`config.mk`:
```
export PLATFORM = sky130hd
export DESIGN_NAME = axi_burst_master
export DESIGN_NICKNAME = d
export VERILOG_FILES = /design/src/rtl/axi_burst_master_pkg.sv /design/src/rtl/axi_burst_master_beat_counter.sv /design/src/rtl/axi_burst_master.sv
export SDC_FILE = /design/constraint.sdc
export NUM_CORES = 1
export LEC_CHECK = 0
export CAP_MARGIN = 25
export CELL_PAD_IN_SITES_DETAIL_PLACEMENT = 1
export CELL_PAD_IN_SITES_GLOBAL_PLACEMENT = 1
export CORE_MARGIN = 2
export CORE_UTILIZATION = 19
export DETAILED_ROUTE_END_ITERATION = 8
export PLACE_DENSITY_LB_ADDON = 0.1
export REMOVE_ABC_BUFFERS = 1
export SKIP_LAST_GASP = 1
export SLEW_MARGIN = 40
export SYNTH_ARGS = -nofsm -noshare
export SYNTH_HDL_FRONTEND = slang
export SYNTH_SLANG_ARGS = --single-unit
```
`constraint.sdc`:
```
create_clock -name clk -period 2.4 [get_ports clk]
set_clock_uncertainty 0.2 [all_clocks]
set_input_delay 0.72 -clock clk [delete_from_list [all_inputs] [get_ports clk]]
set_output_delay 0.72 -clock clk [all_outputs]
set_load 0.005 [all_outputs]
```
`src/rtl/axi_burst_master_pkg.sv`:
```
// axi_burst_master_pkg: shared widths, AXI encodings and FSM states for the burst master
package axi_burst_master_pkg;
   localparam int ADD_WIDTH_DEF    = 32;
   localparam int ADD_ID_WIDTH_DEF = 4;
   localparam int DATA_WIDTH_DEF   = 32;
   localparam int BURST_LEN_DEF    = 4;
   localparam int BURST_SIZE_DEF   = 3;
   localparam int BURST_TYPE_DEF   = 2;
   localparam logic [1:0] BURST_INCR  = 2'b01;
   localparam logic [1:0] RESP_OKAY   = 2'd0;
   localparam logic [1:0] RESP_EXOKAY = 2'd1;
   localparam logic [1:0] RESP_SLVERR = 2'd2;
   localparam logic [1:0] RESP_DECERR = 2'd3;
   typedef enum logic [2:0] {IDLE, RD_ADDR, RD_DATA, WR_ADDR, WR_DATA, WR_RESP} state_e;
endpackage

```
`src/rtl/axi_burst_master_beat_counter.sv`:
```
// axi_beat_counter: beat index of the current burst, last-beat compare and rlast mismatch detect
module axi_beat_counter #(
   parameter int W = 4
) (
   input  logic         clk,
   input  logic         reset,
   input  logic         clr_i,
   input  logic         inc_i,
   input  logic [W-1:0] len_i,
   input  logic         last_i,
   output logic         at_last_o,
   output logic         mismatch_o
);
   logic [W-1:0] cnt_q, cnt_d;
   always_comb cnt_d = clr_i ? '0 : inc_i ? cnt_q + 1'b1 : cnt_q;
   always_ff @(posedge clk) begin
      if (reset) cnt_q <= '0;
      else       cnt_q <= cnt_d;
   end
   assign at_last_o  = cnt_q == len_i;
   assign mismatch_o = last_i != at_last_o;
endmodule

```
`src/rtl/axi_burst_master.sv`:
```
// axi_burst_master: AXI3 initiator turning (rw, addr, len) commands plus local data streams
// into single INCR bursts, one transaction outstanding at a time.
module axi_burst_master
   import axi_burst_master_pkg::*;
#(
   parameter int ADD_WIDTH    = ADD_WIDTH_DEF,
   parameter int ADD_ID_WIDTH = ADD_ID_WIDTH_DEF,
   parameter int DATA_WIDTH   = DATA_WIDTH_DEF,
   parameter int BURST_LEN    = BURST_LEN_DEF,
   parameter int BURST_SIZE   = BURST_SIZE_DEF,
   parameter int BURST_TYPE   = BURST_TYPE_DEF,
   parameter int MASTER_ID    = 0
) (
   input  logic                      clk,
   input  logic                      reset,
   input  logic                      cmd_valid,
   output logic                      cmd_ready,
   input  logic                      cmd_rw,
   input  logic [ADD_WIDTH-1:0]      cmd_addr,
   input  logic [BURST_LEN-1:0]      cmd_len,
   input  logic [DATA_WIDTH-1:0]     wr_data_in,
   input  logic [DATA_WIDTH/8-1:0]   wr_strb_in,
   input  logic                      wr_data_valid,
   output logic                      wr_data_ready,
   output logic [DATA_WIDTH-1:0]     rd_data_out,
   output logic                      rd_data_last,
   output logic                      rd_data_valid,
   input  logic                      rd_data_ready,
   output logic                      done_valid,
   output logic [1:0]                done_resp,
   output logic                      done_err,
   output logic [ADD_ID_WIDTH-1:0]   arid,
   output logic [ADD_WIDTH-1:0]      araddr,
   output logic [BURST_LEN-1:0]      arlen,
   output logic [BURST_SIZE-1:0]     arsize,
   output logic [BURST_TYPE-1:0]     arburst,
   output logic                      arvalid,
   input  logic                      arready,
   input  logic [ADD_ID_WIDTH-1:0]   rid,
   input  logic [DATA_WIDTH-1:0]     rdata,
   input  logic [1:0]                rresp,
   input  logic                      rlast,
   input  logic                      rvalid,
   output logic                      rready,
   output logic [ADD_ID_WIDTH-1:0]   awid,
   output logic [ADD_WIDTH-1:0]      awaddr,
   output logic [BURST_LEN-1:0]      awlen,
   output logic [BURST_SIZE-1:0]     awsize,
   output logic [BURST_TYPE-1:0]     awburst,
   output logic                      awvalid,
   input  logic                      awready,
   output logic [ADD_ID_WIDTH-1:0]   wid,
   output logic [DATA_WIDTH-1:0]     wdata,
   output logic [DATA_WIDTH/8-1:0]   wstrb,
   output logic                      wlast,
   output logic                      wvalid,
   input  logic                      wready,
   input  logic [ADD_ID_WIDTH-1:0]   bid,
   input  logic [1:0]                bresp,
   input  logic                      bvalid,
   output logic                      bready,
   output logic [1:0]                arlock,
   output logic [1:0]                awlock,
   output logic [3:0]                arcache,
   output logic [3:0]                awcache,
   output logic [2:0]                arprot,
   output logic [2:0]                awprot
);
   localparam logic [ADD_ID_WIDTH-1:0] MID  = ADD_ID_WIDTH'(MASTER_ID);
   localparam logic [BURST_SIZE-1:0]   SIZE = BURST_SIZE'($clog2(DATA_WIDTH / 8));
   state_e                 state_q;
   logic [ADD_WIDTH-1:0]   addr_q;
   logic [BURST_LEN-1:0]   len_q;
   logic [1:0]             resp_q;
   logic                   cmd_ready_q, arvalid_q, awvalid_q, bready_q, done_valid_q, err_q;
   logic                   rd_st, wr_st, r_beat, w_beat, at_last, mismatch;
   assign rd_st = state_q == RD_DATA;
   assign wr_st = state_q == WR_DATA;
   // R and W streams are wired straight through while their data phase is active
   assign rready        = rd_st & rd_data_ready;
   assign rd_data_valid = rd_st & rvalid;
   assign rd_data_out   = rd_st ? rdata : '0;
   assign rd_data_last  = rd_st & rlast;
   assign wvalid        = wr_st & wr_data_valid;
   assign wr_data_ready = wr_st & wready;
   assign wdata         = wr_st ? wr_data_in : '0;
   assign wstrb         = wr_st ? wr_strb_in : '0;
   assign wlast         = wr_st & at_last;
   assign r_beat        = rvalid & rready;
   assign w_beat        = wvalid & wready;
   assign cmd_ready  = cmd_ready_q;
   assign arvalid    = arvalid_q;
   assign awvalid    = awvalid_q;
   assign bready     = bready_q;
   assign done_valid = done_valid_q;
   assign done_resp  = resp_q;
   assign done_err   = err_q;
   assign araddr  = addr_q;
   assign awaddr  = addr_q;
   assign arlen   = len_q;
   assign awlen   = len_q;
   assign arid    = MID;
   assign awid    = MID;
   assign wid     = MID;
   assign arsize  = SIZE;
   assign awsize  = SIZE;
   assign arburst = BURST_TYPE'(BURST_INCR);
   assign awburst = BURST_TYPE'(BURST_INCR);
   assign arlock  = '0;
   assign awlock  = '0;
   assign arcache = '0;
   assign awcache = '0;
   assign arprot  = '0;
   assign awprot  = '0;
   axi_beat_counter #(.W(BURST_LEN)) u_cnt (
      .clk        (clk),
      .reset      (reset),
      .clr_i      (cmd_valid & cmd_ready_q),
      .inc_i      (r_beat | w_beat),
      .len_i      (len_q),
      .last_i     (rlast),
      .at_last_o  (at_last),
      .mismatch_o (mismatch)
   );
   always_ff @(posedge clk) begin
      if (reset) begin
         state_q      <= IDLE;
         addr_q       <= '0;
         len_q        <= '0;
         resp_q       <= RESP_OKAY;
         err_q        <= 1'b0;
         cmd_ready_q  <= 1'b1;
         arvalid_q    <= 1'b0;
         awvalid_q    <= 1'b0;
         bready_q     <= 1'b0;
         done_valid_q <= 1'b0;
      end else begin
         done_valid_q <= 1'b0;
         case (state_q)
            IDLE: if (cmd_valid) begin
               addr_q      <= cmd_addr;
               len_q       <= cmd_len;
               resp_q      <= RESP_OKAY;
               err_q       <= 1'b0;
               cmd_ready_q <= 1'b0;
               arvalid_q   <= !cmd_rw;
               awvalid_q   <= cmd_rw;
               state_q     <= cmd_rw ? WR_ADDR : RD_ADDR;
            end
            RD_ADDR: if (arready) begin
               arvalid_q <= 1'b0;
               state_q   <= RD_DATA;
            end
            RD_DATA: if (r_beat) begin
               resp_q <= rresp > resp_q ? rresp : resp_q;
               if (rid != MID || mismatch) err_q <= 1'b1;
               // a missing rlast still ends the burst once len+1 beats have arrived
               if (rlast || at_last) begin
                  state_q      <= IDLE;
                  cmd_ready_q  <= 1'b1;
                  done_valid_q <= 1'b1;
               end
            end
            WR_ADDR: if (awready) begin
               awvalid_q <= 1'b0;
               state_q   <= WR_DATA;
            end
            WR_DATA: if (w_beat && at_last) begin
               bready_q <= 1'b1;
               state_q  <= WR_RESP;
            end
            WR_RESP: if (bvalid) begin
               resp_q <= bresp;
               if (bid != MID) err_q <= 1'b1;
               bready_q     <= 1'b0;
               cmd_ready_q  <= 1'b1;
               done_valid_q <= 1'b1;
               state_q      <= IDLE;
            end
            default: state_q <= IDLE;
         endcase
      end
   end
endmodule

```
After elaboration in Yosys (flattened, before gate mapping)
Cells that the tools add are included.
{"block": "op_classes", "addsub": 1, "magnitude_cmp": 1, "n_eq_ne": 17, "muxes": 40, "n_bitwise": 10, "n_reduce_logical": 20}
{"operator": "$mux W32", "count": 2}
{"operator": "$mux W3", "count": 7}
{"operator": "$pmux W3 S6", "count": 1}
{"operator": "$mux W1", "count": 17}
{"operator": "$mux W2", "count": 5}
{"operator": "$ne A2 B1 Y1 const B", "count": 5}
{"operator": "$ne A2 B2 Y1 const B", "count": 5}
{"operator": "$reduce_and A5 Y1", "count": 2}
{"operator": "$and A1 B1 Y1", "count": 9}
{"operator": "$reduce_and A3 Y1", "count": 3}
{"operator": "$pmux W1 S2", "count": 4}
{"operator": "$reduce_bool A4 Y1", "count": 2}
{"operator": "$reduce_and A7 Y1", "count": 1}
{"operator": "$eq A3 B2 Y1 const B", "count": 2}
{"operator": "$eq A3 B3 Y1 const B", "count": 2}
{"operator": "$pmux W1 S3", "count": 2}
{"operator": "$pmux W2 S3", "count": 1}
{"operator": "$reduce_and A6 Y1", "count": 1}
{"operator": "$reduce_bool A2 Y1", "count": 3}
{"operator": "$add A4 B1 Y4 const B", "count": 1}
{"operator": "$eq A4 B4 Y1", "count": 1}
{"operator": "$mux W4", "count": 1}
{"operator": "$eq A3 B1 Y1 const B", "count": 1}
{"operator": "$logic_not A3 Y1", "count": 1}
{"operator": "9 further kinds", "count": 10}
{"block": "word_totals", "reg_bits": 51, "word_cells": 100}

Longest topological paths before layout
Gate-level depths: netlist (run 1).
{"block": "depth", "word_depth": 6, "ltp_mapped": 7, "mapped_depth_nobuf": 6}

Hierarchy
A second synthesis (run 1) with hierarchy kept.
{"block": "unflattened", "cells_unflattened": 422, "hier_area_um2": 3264.4}
{"mod": "axi_burst_master", "n_inst": 1, "cells_per_inst": 401, "area_each_um2": 3049.2}
{"mod": "axi_beat_counter", "n_inst": 1, "cells_per_inst": 21, "area_each_um2": 215.2}

Least setup slack after synthesis (run 1)
OpenSTA, ideal clock, no wires.
{"block": "synth_path", "kind": "reg2out", "start": "reg state_q[1]", "end": "out wdata[14]", "arrival_ns": 1.251, "path_slack_ns": 0.229, "stages_incl_launch_ff": 6, "path_cell_list": "dfxtp_1 buf_2 nor3b_1 clkbuf_2 clkbuf_1 and2_1"}
{"block": "synth_via", "elab_chain_cells": 2}
{"item": "start: declaration", "line_no": "axi_burst_master.sv:71", "text": "state_e state_q;"}
{"item": "start signal: assignment", "line_no": "axi_burst_master.sv:148", "text": "state_q <= cmd_rw ? WR_ADDR : RD_ADDR;"}
{"item": "$eq A3 B3 Y1", "line_no": "axi_burst_master.sv:78", "text": "assign wr_st = state_q == WR_DATA;"}
{"item": "$mux W32", "line_no": "axi_burst_master.sv:86", "text": "assign wdata = wr_st ? wr_data_in : '0;"}
{"item": "end: declaration", "line_no": "axi_burst_master.sv:53", "text": "output logic [DATA_WIDTH-1:0] wdata,"}
Every way passes these cells.

Worst setup path after layout (run 1)
{"block": "layout_path", "start": "reg state_q[2]", "end": "out wdata[30]"}
Same word-level chain as after synthesis.

==> metrics.md, run 1 <==
| Metric | Value |
|---|---|
| Status | `finished with violations` |
| Violated checks | `setup timing` |
| Total setup violations reported at the end of the flow | `6` |
| Proportion of synthesized flip-flops having asynchronous set or reset | `0%` |
| Top cell family by delay on the critical path | `buffers and inverters` |
| CTS tree | `built` |
| Commonest non-fill, non-tap cells in the layout | `sky130_fd_sc_hd__clkdlybuf4s50_1 (204), sky130_fd_sc_hd__nand2_1 (83), sky130_fd_sc_hd__dfxtp_1 (48), sky130_fd_sc_hd__a21oi_1 (46), sky130_fd_sc_hd__buf_6 (43)` |
| Part of the Yosys area used for sequential elements | `31.3%` |
| Register bit count reported by yosys | `51` |
| Average size of a mapped cell | `7.59 um^2` |
| CTS root buffer | `sky130_fd_sc_hd__clkbuf_16` |
| Total Nets Final | `about 840` |
| Synthesized cell area | `around 3300 um^2` |
| Arrival time worst endpoint | `roughly 1.5 ns` |
| Final worst path period need | `around 2.4 ns` |
| Total Routing Usage GR | `15.2%` |
| Worst Path Max Fanout | `5` |
| Share of the clock period used by the worst path after layout | `101%` |
| Post-synth top area cell | `sky130_fd_sc_hd__dfxtp_1` |
| Post-layout worst setup margin | `-0.0240 ns` |
| Core occupancy in the finished layout | `between 30% and 40%` |
| Post-detailed-routing wire length | `14800 um` |
| Site Rows | `47` |
| Number of DRC violations after detailed routing | `0` |
| CP dominant cell by count | `sky130_fd_sc_hd__buf_6` |
| Starting density of the core | `between 10% and 20%` |
| Data required time of the worst path | `1.48 ns` |
| Slowest cell on crit path | `sky130_fd_sc_hd__dfxtp_4` |
| Number of buffers and inverters on the critical path | `4` |
| Via count | `~3.7k` |
| Hold violation count in the final report | `0` |
| Sequential standard cell area | `1030 um^2` |
| CP peak stage delay | `0.38 ns` |
| Nature of the critical path endpoint | `output port` |
| Max-slew violation count | `0` |
| Power per cell area | `around 400 nW/um^2` |
| Grt ovf | `0` |
| Min-delay worst type | `flip-flop to flip-flop` |
| Floorplan core area | `between 15000 and 20000 um^2` |
| Commonest non-fill, non-tap cell in the layout | `sky130_fd_sc_hd__clkdlybuf4s50_1` |
| Number of clock buffers inserted by TritonCTS | `5` |
| WHS | `0.266 ns` |
| Highest clock rate | `413 MHz` |
| Overall Power | `0.00266 W` |
| YS warnings | `0` |
| Most used flip-flop cell after synthesis | `sky130_fd_sc_hd__dfxtp_1` |
| Gate count after technology mapping | `430` |
| Largest net degree at the start of global routing | `25` |
| Leading post-synthesis cells by cell area | `sky130_fd_sc_hd__dfxtp_1 (31%), sky130_fd_sc_hd__buf_4 (18%), sky130_fd_sc_hd__and2_1 (14%)` |
| First-pass GRT wire length | `21700 um` |
| Post-synthesis to final-layout area growth | `101%` |
| Placed standard-cell area | `6090 um^2` |
| Critical Setup Path Class | `flip-flop to output port` |
| Overall die width | `135 um` |
| Max VDD drop | `258 uV` |
| Die Y-Extent | `135 um` |
| TritonRoute pass-1 iters | `4` |
| Design area | `approximately 6600 um^2` |
| # fillers | `1945` |
| Latest clock arrival within the worst-skew pair | `0.29 ns` |
| Post-DR wirelength/cell | `16.0 um` |
| Half-perimeter wire length of the detailed placement result | `11500 um` |
| Placer Congestion | `between 0.7 and 0.8` |
| Share of post-route cells with drive strength above 1 | `between 20% and 30%` |
| IO buf count | `281` |
| Drt initial violations | `91` |
| Overall die area | `18300 um^2` |
| Fraction of synthesized cell area taken by the top area cell type | `31.3%` |
| Setup repair after global routing missed its margin | `yes` |
| Post-detailed-route count of antenna-violating nets | `0` |
| Series of cell instances along the critical path | `nor3b_4, buf_6, buf_16, buf_6, and2_4, buf_6` |
| Number of antenna violations at the first check in global routing | `0` |
| # diodes | `0` |
| Number of synthesized flops with an enable pin | `0` |
| Internal reg-to-reg setup slack | `0.27 ns` |
| Number of global-route vias before repair | `between 3k and 4k` |
| Routed vias/inst | `4.05` |
| Maximum buffer depth of the clock tree | `2` |
| Number of distinct library cells after synthesis | `50` |
| P_leak | `2.76 nW` |
| Startpoint type of the worst setup path | `flip-flop` |
| Io pins | `322` |
| Clock edge transition at the registers on the reported setup and hold paths | `0.07 ns` |
| Sinks on the clock net | `51` |
| Number of max-cap violations | `0` |
| H-tree Lvls | `2` |
| Footprint of the multi-input gates | `1770 um^2` |
| Total Neg Setup Slack | `-0.0878 ns` |
## per-stage QoR
step	std cells	setup WS, ns
finish	925	-0.0240
global route	925	-0.0989
CTS	925	-0.0929
detailed placement	898	-0.369
global placement	898	-0.357
floorplan	365	-0.624
## where the power goes
| part | internal (W) | switching [W] |
|---|---|---|
| registers | 0.000908 | 0.0000521 |
| logic | 0.000605 | 0.000357 |
| clock network | 0.000418 | 0.000316 |
| total | 0.00193 | 0.000725 |
## registers in the layout (all words and copies together) (netlist names)
name,flops
done_err,1
cmd_ready,1
awvalid,1
arvalid,1
state_q,3
araddr,32
bready,1
done_resp,2
done_valid,1
u_cnt.cnt_q,4
arlen,4
## kinds of logic after synthesis
family	Yosys count	synth area share, %
compound gates	64	11.9
flops	51	31.3
buf+inv	107	22.4
simple gates	193	30.0
xor+xnor	5	1.34
fa+ha+maj	4	1.53
other cells	2	0.230
mux	4	1.30
## repair_timing
item | CTS | global route
endpoints found under the setup margin | 74 | 62
buffers inserted | 14 | 2
pin swaps | 16 | 26
hold buffers | 0 | 0
gates resized for setup | 286 | 88
gates cloned | 5 | 2
## per-layer routing
layer	global-route usage [%]	routed length, um
met3	4.09	1260
met1	17.3	5770
met5	0	0
met2	29.0	7730
met4	2.26	69
## synthesized netlist by cell type (2+ instances only)
cell                       number
sky130_fd_sc_hd__and2_1        74
sky130_fd_sc_hd__a31o_2         2
sky130_fd_sc_hd__buf_2          8
sky130_fd_sc_hd__nand3b_1       2
sky130_fd_sc_hd__a22oi_1        2
sky130_fd_sc_hd__mux2_2         2
sky130_fd_sc_hd__buf_6          3
sky130_fd_sc_hd__conb_1         2
sky130_fd_sc_hd__xnor2_1        5
sky130_fd_sc_hd__dfxtp_1       51
sky130_fd_sc_hd__or3_1          2
sky130_fd_sc_hd__nor2_1        15
sky130_fd_sc_hd__ha_1           4
sky130_fd_sc_hd__a21oi_1       46
sky130_fd_sc_hd__mux2i_1        2
sky130_fd_sc_hd__clkbuf_1      11
sky130_fd_sc_hd__inv_1          4
sky130_fd_sc_hd__buf_4         79
sky130_fd_sc_hd__nand2_1       83
sky130_fd_sc_hd__nor2b_1        2
sky130_fd_sc_hd__nand2b_1       2
## worst paths after layout
kind | depth (start not counted) | endpoint | startpoint
setup / recovery | 6 | wdata[30] | state_q[2]$_SDFFE_PP0P_
hold / removal | 2 | done_err$_SDFFE_PP0P_ | done_err$_SDFFE_PP0P_
setup reg to reg | 8 | araddr[11]$_SDFFE_PP0P_ | state_q[1]$_SDFFE_PP0P_
hold reg to reg | 2 | done_err$_SDFFE_PP0P_ | done_err$_SDFFE_PP0P_
## final cells by class
| class | count | area share [%] |
|---|---|---|
| inverter | 4 | 0.229 |
| sequential | 51 | 15.7 |
| clock inverter | 1 | 0.134 |
| tap | 220 | 4.20 |
| timing repair buffer | 332 | 50.6 |
| clock buffer | 7 | 2.17 |
| multi-input combinational | 310 | 27.0 |
## worst min-delay path, delay by kind of cell, from the launching register on
| kind | cells | cell delay (ns) |
|---|---|---|
| flip-flops | 1 | 0.32 |
| AND/OR/NAND/NOR | 1 | 0.06 |
| AO/OA/AOI/OAI | 1 | 0.05 |
Power figures use the tool's default switching activity.
==> inputs of run 2 (changes only) <==
--- a/config.mk
+++ b/config.mk
@@ -9,7 +9,7 @@
 export CELL_PAD_IN_SITES_DETAIL_PLACEMENT = 1
 export CELL_PAD_IN_SITES_GLOBAL_PLACEMENT = 1
 export CORE_MARGIN = 2
-export CORE_UTILIZATION = 19
+export CORE_UTILIZATION = 17
 export DETAILED_ROUTE_END_ITERATION = 8
 export PLACE_DENSITY_LB_ADDON = 0.1
 export REMOVE_ABC_BUFFERS = 1
==> constraint.sdc (replaced) <==
create_clock -name clk -period 2 [get_ports clk]
set_clock_uncertainty 0.2 [all_clocks]
set_input_delay 0.6 -clock clk [delete_from_list [all_inputs] [get_ports clk]]
set_output_delay 0.6 -clock clk [all_outputs]
set_load 0.005 [all_outputs]
==> metrics.md, run 2 (synthesis gave the netlist of run 1 again) <==
| Metric | Value |
|---|---|
| CP peak stage delay | `0.37 ns (about the same)` |
| Half-perimeter wire length of the detailed placement result | `11600 um (+1.3%)` |
| Share of the clock period used by the worst path after layout | `115%` |
| Setup repair after global routing missed its margin | `yes` |
| Critical Setup Path Class | `flip-flop to output port` |
| P_leak | `3.11 nW (+13%)` |
| Arrival time worst endpoint | `1.51 ns (about the same)` |
| Number of global-route vias before repair | `3891 (-0.31%)` |
| Power per cell area | `493 nW/um^2 (+22%)` |
| IO buf count | `281 (unchanged)` |
| Hold violation count in the final report | `0 (unchanged)` |
| Floorplan core area | `18800 um^2 (+12%)` |
| Share of post-route cells with drive strength above 1 | `36.1% (+10 points)` |
| Min-delay worst type | `flip-flop to flip-flop` |
| Io pins | `322 (unchanged)` |
| Number of antenna violations at the first check in global routing | `0 (unchanged)` |
| Placer Congestion | `0.741 (+2.9%)` |
| Post-layout worst setup margin | `-0.307 ns (-0.283 ns)` |
| Overall die area | `20300 um^2 (+11%)` |
| Max VDD drop | `345 uV (+34%)` |
| Number of clock buffers inserted by TritonCTS | `5 (unchanged)` |
| Slowest cell on crit path | `sky130_fd_sc_hd__dfxtp_4` |
| Maximum buffer depth of the clock tree | `2 (unchanged)` |
| H-tree Lvls | `2 (unchanged)` |
| Switching part of the total power | `26.8% (-0.49 points)` |
| Largest net degree at the start of global routing | `28 (+12%)` |
| Total setup violations reported at the end of the flow | `74 (+68)` |
| # diodes | `0 (unchanged)` |
| Internal reg-to-reg setup slack | `0.01 ns (-0.26 ns)` |
| Net load switching power | `0.000927 W (+28%)` |
| Sinks on the clock net | `51 (unchanged)` |
| # fillers | `2161 (+11%)` |
| Crit path launch | `state_q[1]$_SDFFE_PP0P_` |
| Number of flip-flops in the largest register | `32 (unchanged)` |
| Grt ovf | `0 (unchanged)` |
| Fraction of power consumed by sequential logic | `33.6% (-2.5 points)` |
| Number of DRC violations after detailed routing | `0 (unchanged)` |
| Startpoint type of the worst setup path | `flip-flop` |
| Die Y-Extent | `143 um (+5.6%)` |
| Commonest non-fill, non-tap cell in the layout | `sky130_fd_sc_hd__clkdlybuf4s50_1` |
| Overall die width | `143 um (+5.6%)` |
| Post-detailed-routing wire length | `15200 um (+2.2%)` |
| Overall Power | `0.00346 W (+30%)` |
| Reg-to-reg endpoint | `done_err$_SDFFE_PP0P_` |
| Startpoint of the worst-slack reg-to-reg timing path | `u_cnt.cnt_q[0]$_SDFFE_PP0P_` |
| Post-DR wirelength/cell | `15.9 um (-0.62%)` |
| Number of max-cap violations | `0 (unchanged)` |
| Worst Path Max Fanout | `7 (+2)` |
| Total Neg Setup Slack | `-17.07 ns (-16.98 ns)` |
| CP endpoint | `rd_data_out[28]` |
| Nature of the critical path endpoint | `output port` |
| Routed length on met2 | `7780 um (+0.65%)` |
| Post-detailed-route count of antenna-violating nets | `0 (unchanged)` |
| Clock power frac | `27.8% (+0.2 points)` |
| Startpoint of the most critical hold path | `bready$_SDFFE_PP0P_` |
| Violated checks | `setup timing` |
| Total Nets Final | `849 (+1.6%)` |
| Site Rows | `50 (+6.4%)` |
| Status | `finished with violations` |
| Combinational group share of total power | `38.6% (+2.4 points)` |
| Post-route met1 wirelength | `6180 um (+7.1%)` |
| Routed vias/inst | `3.96 (-2.4%)` |
| Latest clock arrival within the worst-skew pair | `0.29 ns (about the same)` |
| Total Routing Usage GR | `13.9% (-1.3 points)` |
| Series of cell instances along the critical path | `nor3b_4, buf_6, buf_12, buf_8, and2_4, buf_6` |
| Final worst path period need | `approximately 2.3 ns` |
| Clock edge transition at the registers on the reported setup and hold paths | `0.07 ns (about the same)` |
| CTS root buffer | `sky130_fd_sc_hd__clkbuf_16` |
| Via count | `3763 (+0.37%)` |
| Post-synthesis to final-layout area growth | `115%` |
| Max-slew violation count | `0 (unchanged)` |
| TritonRoute pass-1 iters | `4 (unchanged)` |
| CP dominant cell by count | `sky130_fd_sc_hd__buf_6` |
| Logic depth of the worst register-to-register path | `7 (-1)` |
| Commonest non-fill, non-tap cells in the layout | `sky130_fd_sc_hd__clkdlybuf4s50_1 (178), sky130_fd_sc_hd__nand2_1 (83), sky130_fd_sc_hd__buf_6 (59), sky130_fd_sc_hd__and2_4 (51), sky130_fd_sc_hd__a21oi_1 (44)` |
| Internal cell power | `0.00253 W (+31%)` |
| Drt initial violations | `56 (-38%)` |
| Data required time of the worst path | `1.20 ns (-0.28 ns)` |
| First-pass GRT wire length | `22200 um (+2.3%)` |
| CTS tree | `built` |
| Starting density of the core | `17.4% (-2.2 points)` |
| Highest clock rate | `433 MHz` |
| DR WL met3 | `1110 um (-12%)` |
| Uppermost layer routed | `met4` |
[run 2: worst min-delay path by stage]
stage                                  to  slack (ns)  cells past startpoint
finish                bready$_SDFFE_PP0P_        0.26                      2
global route        done_err$_SDFFE_PP0P_        0.29                      2
detailed placement  done_err$_SDFFE_PP0P_        0.26                      2
floorplan           done_err$_SDFFE_PP0P_        0.24                      2
global placement    done_err$_SDFFE_PP0P_        0.25                      2
CTS                   bready$_SDFFE_PP0P_        0.27                      2
[run 2: worst max-delay path, delay by kind of cell, from the launching register on]
kind,cells,cell delay [ns]
AND/OR/NAND/NOR,2,0.35
buffers and inverters,4,0.49
flip-flops,1,0.37
[run 2: power groups by stage]
| stage | Clock (W) | Combinational, W | Sequential, W |
|---|---|---|---|
| after detailed placement | 0 | 0.00115 | 0.00117 |
| after floorplan | 0 | 0.000283 | 0.00119 |
| after global placement | 0 | 0.00114 | 0.00117 |
| after global routing | 0.00105 | 0.00145 | 0.00118 |
| after CTS | 0.00101 | 0.00125 | 0.00116 |
| final | 0.000962 | 0.00134 | 0.00116 |
[run 2: what timing repair did]
action / in CTS / in global routing
cloned: 3 / 4
buffers inserted: 19 / 3
hold endpoints to repair: 0 / 0
hold buffers: 0 / 0
pin swaps: 21 / 50
endpoints found under the setup margin: 120 / 170
gates resized for setup: 325 / 175
[run 2: routing by layer]
| metal | GRT usage, % | vias up |
|---|---|---|
| met3 | 3.80 | 5 |
| met2 | 25.9 | 181 |
| met4 | 2.19 | 0 |
| met1 | 16.1 | 1742 |
| li1 | - | 1835 |
| met5 | 0 | - |
[run 2: cell type report]
cell class,instances,area (um^2),share of cell area [%]
timing repair buffer,345,3530,50.3
multi-input combinational,310,1940,27.7
sequential,51,1070,15.3
tap,234,293,4.17
clock buffer,6,129,1.84
clock inverter,1,30.0,0.428
inverter,4,15.0,0.214
[run 2: metrics by stage]
stage / cell area [um^2] / utilization [%] / setup WS (ns) / hold slack, ns / std cells
after floorplan: 2690 / - / -0.904 / 0.242 / 365
after global placement: 6180 / 32.9 / -0.538 / 0.246 / 922
after detailed placement: 6180 / 32.9 / -0.581 / 0.256 / 922
after CTS: 6690 / 35.7 / -0.377 / 0.268 / 950
after global routing: 7010 / 37.4 / -0.374 / 0.293 / 951
final: 7010 / 37.4 / -0.307 / 0.261 / 951
